<file path="config.mk">
export PLATFORM = sky130hd
export DESIGN_NAME = result_uart_tx
export DESIGN_NICKNAME = d
export VERILOG_FILES = /design/src/rtl/result_uart_tx.sv
export SDC_FILE = /design/constraint.sdc
export NUM_CORES = 1
export LEC_CHECK = 0
export ABC_AREA = 0
export CAP_MARGIN = 20
export CORE_ASPECT_RATIO = 0.75
export CORE_MARGIN = 5
export CORE_UTILIZATION = 33
export CTS_CLUSTER_SIZE = 8
export DETAILED_ROUTE_END_ITERATION = 6
export PLACE_DENSITY = 0.5
export REMOVE_ABC_BUFFERS = 1
export SYNTH_ARGS = -nofsm -noshare
export SYNTH_HDL_FRONTEND = slang
export SYNTH_SLANG_ARGS = --single-unit
</file>
<file path="constraint.sdc">
create_clock -name clk -period 3.8 [get_ports clk]
set_clock_uncertainty 0.1 [all_clocks]
set_input_delay 0.76 -clock clk [delete_from_list [all_inputs] [get_ports clk]]
set_output_delay 0.76 -clock clk [all_outputs]
set_load 0.02 [all_outputs]
</file>
<file path="src/rtl/result_uart_tx.sv">
// Buffers 16-bit result words and sends each on an 8N1 UART line (LSB first)
// as four uppercase hex digits followed by a newline.
module result_uart_tx #(
   parameter int CLKS_PER_BIT = 868,
   parameter int FIFO_DEPTH   = 4
) (
   input  logic        clk,
   input  logic        reset,
   input  logic [15:0] data_in,
   input  logic        data_valid,
   output logic        ready,
   output logic        tx,
   output logic        busy,
   output logic        overflow
);
   localparam int PW = (FIFO_DEPTH > 1) ? $clog2(FIFO_DEPTH) : 1;
   localparam int CW = $clog2(FIFO_DEPTH + 1);
   localparam int TW = (CLKS_PER_BIT > 1) ? $clog2(CLKS_PER_BIT) : 1;
   localparam logic [TW-1:0] TICK_LAST = TW'(CLKS_PER_BIT - 1);
   localparam logic [CW-1:0] CNT_FULL  = CW'(FIFO_DEPTH);

   typedef enum logic [1:0] {IDLE, START, DATA, STOP} state_t;

   state_t        state_q, state_d;
   logic [15:0]   mem_q [FIFO_DEPTH];
   logic [PW-1:0] rd_ptr_q, wr_ptr_q;
   logic [CW-1:0] count_q;
   logic [15:0]   hold_q, hold_d;
   logic [2:0]    char_q, char_d;
   logic [2:0]    bit_q, bit_d;
   logic [TW-1:0] tick_q, tick_d;
   logic          tx_q, tx_d;
   logic          ovf_q;
   logic          full, pop, push, tick_done;
   logic [3:0]    nibble;
   logic [7:0]    char_byte;

   // A pop frees a slot in the same cycle, so a full FIFO can still take a word.
   assign full      = (count_q == CNT_FULL);
   assign pop       = (state_q == IDLE) && (count_q != '0);
   assign ready     = !full || pop;
   assign push      = data_valid && ready;
   assign tick_done = (tick_q == TICK_LAST);

   assign tx       = tx_q;
   assign busy     = (state_q != IDLE) || (count_q != '0);
   assign overflow = ovf_q;

   always_ff @(posedge clk or posedge reset) begin
      if (reset) begin
         rd_ptr_q <= '0;
         wr_ptr_q <= '0;
         count_q  <= '0;
         ovf_q    <= 1'b0;
      end else begin
         if (push) wr_ptr_q <= wr_ptr_q + PW'(1);
         if (pop)  rd_ptr_q <= rd_ptr_q + PW'(1);
         count_q <= count_q + CW'(push) - CW'(pop);
         if (data_valid && !push) ovf_q <= 1'b1;
      end
   end

   always_ff @(posedge clk) begin
      if (push) mem_q[wr_ptr_q] <= data_in;
   end

   always_comb begin
      case (char_q)
         3'd1:    nibble = hold_q[11:8];
         3'd2:    nibble = hold_q[7:4];
         3'd3:    nibble = hold_q[3:0];
         default: nibble = hold_q[15:12];
      endcase
      if (char_q == 3'd4)
         char_byte = 8'h0A;
      else if (nibble < 4'd10)
         char_byte = 8'h30 + {4'h0, nibble};
      else
         char_byte = 8'h37 + {4'h0, nibble};
   end

   // tx_d is the level for the next bit slot, so tx stays a clean flop output.
   always_comb begin
      state_d = state_q;
      hold_d  = hold_q;
      char_d  = char_q;
      bit_d   = bit_q;
      tick_d  = tick_q;
      tx_d    = tx_q;
      case (state_q)
         IDLE: begin
            tx_d = 1'b1;
            if (pop) begin
               state_d = START;
               hold_d  = mem_q[rd_ptr_q];
               char_d  = 3'd0;
               tick_d  = '0;
               tx_d    = 1'b0;
            end
         end
         START: begin
            if (tick_done) begin
               state_d = DATA;
               tick_d  = '0;
               bit_d   = 3'd0;
               tx_d    = char_byte[0];
            end else begin
               tick_d = tick_q + TW'(1);
            end
         end
         DATA: begin
            if (tick_done) begin
               tick_d = '0;
               if (bit_q == 3'd7) begin
                  state_d = STOP;
                  tx_d    = 1'b1;
               end else begin
                  bit_d = bit_q + 3'd1;
                  tx_d  = char_byte[bit_q + 3'd1];
               end
            end else begin
               tick_d = tick_q + TW'(1);
            end
         end
         default: begin
            if (tick_done) begin
               tick_d = '0;
               if (char_q == 3'd4) begin
                  state_d = IDLE;
                  tx_d    = 1'b1;
               end else begin
                  state_d = START;
                  char_d  = char_q + 3'd1;
                  tx_d    = 1'b0;
               end
            end else begin
               tick_d = tick_q + TW'(1);
            end
         end
      endcase
   end

   always_ff @(posedge clk or posedge reset) begin
      if (reset) begin
         state_q <= IDLE;
         hold_q  <= '0;
         char_q  <= 3'd0;
         bit_q   <= 3'd0;
         tick_q  <= '0;
         tx_q    <= 1'b1;
      end else begin
         state_q <= state_d;
         hold_q  <= hold_d;
         char_q  <= char_d;
         bit_q   <= bit_d;
         tick_q  <= tick_d;
         tx_q    <= tx_d;
      end
   end
endmodule

</file>
After elaboration in Yosys (flattened, before gate mapping)
Memory sizes are Yosys's and may differ from the RTL's. A register that Yosys moved wholly into a read port is not among the register bits. Index checks and enable logic that the tools add are counted.

Memory bits (writable): 64. Memories: 1. Output and inout bits: 4. Logic and storage cells: 87. Bits of input ports: 19. Register bits after elaboration: 27.

Memory list: mem_q (words 4, bits a word 16, read ports 1, clocked after memory_dff 1, wr ports 1, RTL line 25) `logic [15:0] mem_q [FIFO_DEPTH];`.

Bitwise operators: 1. $add $sub $neg: 9. Equality and inequality tests: 15. Muxes and demuxes: 32. $lt $le $gt $ge: 2. Reductions and logical operators: 18.

Operators with widths (number): 2-to-1 mux 10 bit (3); 2-to-1 mux 3 bit (6); adder 6 x 4 -> 7 bit, first input constant (2); 2-to-1 mux 7 bit (2); != test 2 bit, second input constant (6); one-hot mux 3 bit (2 select lines) (2); one-hot mux 4 bit (3 select lines) (1); adder 10 x 1 -> 10 bit, second input constant (1); equality test 10 bit, second input constant (1); 2-to-1 mux 1 bit (10); 2-to-1 mux 2 bit (5); equality test 3 bit, second input constant (3); AND reduction 4 bit (2); adder 3 x 1 -> 3 bit, second input constant (2); equality test 3 x 2 -> 1 bit, second input constant (2); one-hot mux 2 bit (3 select lines) (1); nonzero test 2 bit (3); AND reduction 5 bit (1); adder 2 x 1 -> 2 bit, second input constant (2); < comparator 3 x 4 -> 1 bit, second input constant (1); < comparator 4 bit, second input constant (1); adder 3 x 1 -> 3 bit (1); binary-select mux 1 bit (select 3 bit) (1); equality test 3 x 1 -> 1 bit, second input constant (1); other kinds (13) (17).

Depth between registers and ports, before layout
Word-level depth: 10. Mapped depth: 14. Gate-level depth less buffers: 13.

Worst setup path before layout
No wires, ideal clock.

Path kind: flip-flop to flip-flop. Start point: reg state_q[0]. End point: reg count_q[2]. Data required time: 3.577 ns. Arrival: 2.849 ns. Stages on the path, launching flop included: 14. Slack: 0.729 ns. Path buffers: 1. Clock period less this slack: 3.071 ns. Library setup time: 0.123 ns. Cell sequence: dfrtp_1 inv_1 ha_1 or4b_2 clkbuf_1 and2_1 inv_1 ha_1 inv_1 ha_1 inv_1 fa_1 xnor2_1 xnor2_1.

Word-level cells in the longest chain between the ends: 6.

RTL lines: start: declaration (RTL line 24) `state_t state_q, state_d;`; start signal: assignment (RTL line 152) `state_q <= state_d;`; zero test 2 bit (RTL line 40) `assign pop = (state_q == IDLE) && (count_q != '0);`; logical AND 1 bit (RTL line 40); logical OR 1 bit (RTL line 41) `assign ready = !full || pop;`; via ready (RTL line 11) `output logic ready,`; logical AND 1 bit (RTL line 42) `assign push = data_valid && ready;`; adder 3 x 1 -> 3 bit (RTL line 58) `count_q <= count_q + CW'(push) - CW'(pop);`; subtractor 3 x 1 -> 3 bit (RTL line 58); end signal: assignment (RTL line 58); end: declaration (RTL line 27) `logic [CW-1:0] count_q;`.

The timed path passes the listed nets, and every way through them passes these cells. A chain may end at the register's enable or synchronous reset.

Final worst setup path
Start point: reg state_q[0]. End point: out ready.

Word-level cells in the longest chain between the ends: 3.

RTL lines (RTL line): zero test 2 bit (40); logical AND 1 bit (40); logical OR 1 bit (41); end: declaration (11).

Every way passes these cells.

==> metrics.txt <==
Psw=1.45 mW; setup TNS=0 ps; Synth Area per Inst=about 15 um2; vias per cell=~4.8; Crit Path Category=register to primary output; Slew @ Worst Pin=992 ps; CP Max Fanout=13; CTS root buf=clkbuf_16; P&R area growth vs syn=14.5%; row count=38; Wirelength per Cell=15.3 um; 1st-iter DRT viols=152; number of enable flip-flop cells after synthesis=64; f_max=slightly below 0.3 GHz; Post-CTS Hold Buffers=0; CTS buffer count=9; DIE AREA=0.0173 mm2; TritonCTS clock tree=yes; Setup Buffers After CTS=0; outcome=complete, no violations; Starting Density=33.6%; Rel. slew slack=33.9%; layout cells sized above 1=between 10% and 20%; Clock Sinks=~110; RSZ-0062 raised after global routing=false; PD cells=773 mW/mm2; Resize count post-CTS=0; DIE HEIGHT=115 um; DRC Markers=0; Max VDD drop=0.000397 V; Clock Latency Late Sink=340 ps; H-tree levels=3; post-DP HPWL=~5800 um; final worst-path cycle share=90.0%; vias=2672; clock slew at reported path FFs=about 70 ps; max cap viols=0; Post-synth top flop=edfxtp_1; Post-synth top cells=edfxtp_1 (64), dfrtp_1 (42), inv_1 (21), nand2_1 (21), ha_1 (19); proportion of power drawn by combinational gates=37.7%; Synth area leader=edfxtp_1; Worst EP arrival=about 2600 ps; vias in the first global route=2706; Critical Path Start Type=register; Synth top area share=approximately 40%; Design Power=~4.3 mW; Post-DRT Antenna Nets=0; Clock Power Share=20.3%; Req. time, crit path=just under 3000 ps; nets=393; initial antenna violation count=0; Worst Setup End Kind=primary output; grt ovf=0; gr usage total=10.9%; Core Area=roughly 0.014 mm2; final WL=8550 um; final max-slew violation count=0; pin count of the biggest net entering global routing=44; P_int=2.85 mW; IO buf count=22; FFs w/ async S/R, synth=40.2%; leak pwr=2.06 nW; # setup viols final=0; IO Count=23; largest cells by area after synthesis=edfxtp_1 (40%), dfrtp_1 (22%), mux4_2 (7.4%); CTS Buffer Depth=2; Hold Vio Cnt, Final=0; synthesized netlist cell count=332; flops & latches, synth=107; global-route wire length before repair=14500 um; Die Wd=150 um; Cell variety after synth=58; routability cong.=0.771; first-pass detailed-route iteration total=6; worst hold-check path type=register to register; register area share after synthesis=61.7%; FF-to-FF path depth=12; Sw Ratio=33.7%; Worst Hold Depth=1; Fillers=1405; post-synthesis instance area=0.00486 mm2; sequential power share=about two fifths; ANT cells=0; count leader, synth=edfxtp_1; Tmin final=3420 ps; synth warn=0
==> metrics by stage <==
step | area (um2) | utilization [%] | hold slack, ps | std cells | setup WS [ps]
6_report | 5560 | 38.5 | 382 | 559 | 381
5_1_grt | 5560 | 38.5 | 397 | 559 | 236
4_1_cts | 5560 | 38.5 | 387 | 559 | 357
3_5_place_dp | 5290 | 36.6 | 361 | 543 | 555
3_3_place_gp | 5290 | 36.6 | 365 | 543 | 648
2_1_floorplan | 4800 | - | 346 | 319 | 684
==> per-layer routing <==
metal	share of wire [%]	global-route usage [%]	wire (um)	up-vias
met5	0	0	0	-
met4	1.2	3.29	106	0
met3	3.4	3.11	293	11
met2	42	15.1	3580	30
met1	53	16.4	4560	1333
li1	-	-	-	1298
==> area by class of cell <==
type                       instances  area (um2)  area share, %
clock buffer                      11         233           4.18
inverter                          22        82.6           1.48
clock inverter                     5        46.3          0.832
timing repair buffer              24         235           4.23
sequential                       107        3000           53.9
multi-input combinational        190        1720           30.9
tap                              200         250           4.50
==> path summary, 6_finish.rpt <==
kind / from / endpoint / slack, ps
setup / recovery: state_q[0]$_DFFE_PP0P_ / ready / 380
hold / removal: overflow$_DFFE_PP0P_ / overflow$_DFFE_PP0P_ / 380
setup reg to reg: state_q[0]$_DFFE_PP0P_ / count_q[2]$_DFF_PP0_ / 580
hold reg to reg: overflow$_DFFE_PP0P_ / overflow$_DFFE_PP0P_ / 380
max in group asynchronous: reset / bit_q[2]$_DFFE_PP0P_ / 2200
min in group asynchronous: reset / wr_ptr_q[1]$_DFFE_PP0P_ / 830
==> power by group through the flow <==
stage               combinational, mW  clock, mW  sequential [mW]
finish                           1.62      0.873             1.81
CTS                              1.66      0.904             1.81
floorplan                        1.24          0             1.80
detailed placement               1.65          0             1.84
global placement                 1.63          0             1.83
global route                     1.82      0.964             1.85
==> layout by cell type, fill, tap and decap left out, types with 4 or more instances in the layout <==
cell type and count:
o21ai_0 13, nand2_1 21, ha_1 19, and2_1 5, xnor2_1 6, nand2b_1 4
mux2_2 18, nor2b_1 4, nor2_1 7, nand3_1 6, a22o_1 6, o31ai_1 4
clkbuf_16 9, a21oi_1 8, clkdlybuf4s50_1 22, inv_1 20, mux4_2 16, and3_1 6
dfrtp_1 42, edfxtp_1 64
==> cell families (layout without fill, tap and decap cells) <==
kind of cell / count (synthesis) / after routing / synth area share (%)
AOI/OAI and AO/OA: 56 / 56 / 8.13
DFF: 107 / 107 / 61.7
and+or+nand+nor: 67 / 67 / 7.52
buffers and inverters: 35 / 62 / 2.96
adders and majority gates: 20 / 20 / 5.30
muxes: 38 / 38 / 12.8
xor gates and xnor gates: 9 / 9 / 1.62
==> worst max-delay path: stages, from the launching register on <==
cell and delay (ps):
dfrtp_1 380, inv_1 90, ha_1 360, or4b_2 810, clkdlybuf4s50_1 580
==> registers in the layout, summed over array words and instances, names as in the netlist, 3 cells and up <==
| register | count |
|---|---|
| bit_q | 3 |
| char_q | 3 |
| count_q | 3 |
| hold_q | 16 |
| mem_q | 64 |
| tick_q | 10 |
Note: power is estimated with default switching activity, not from simulation.
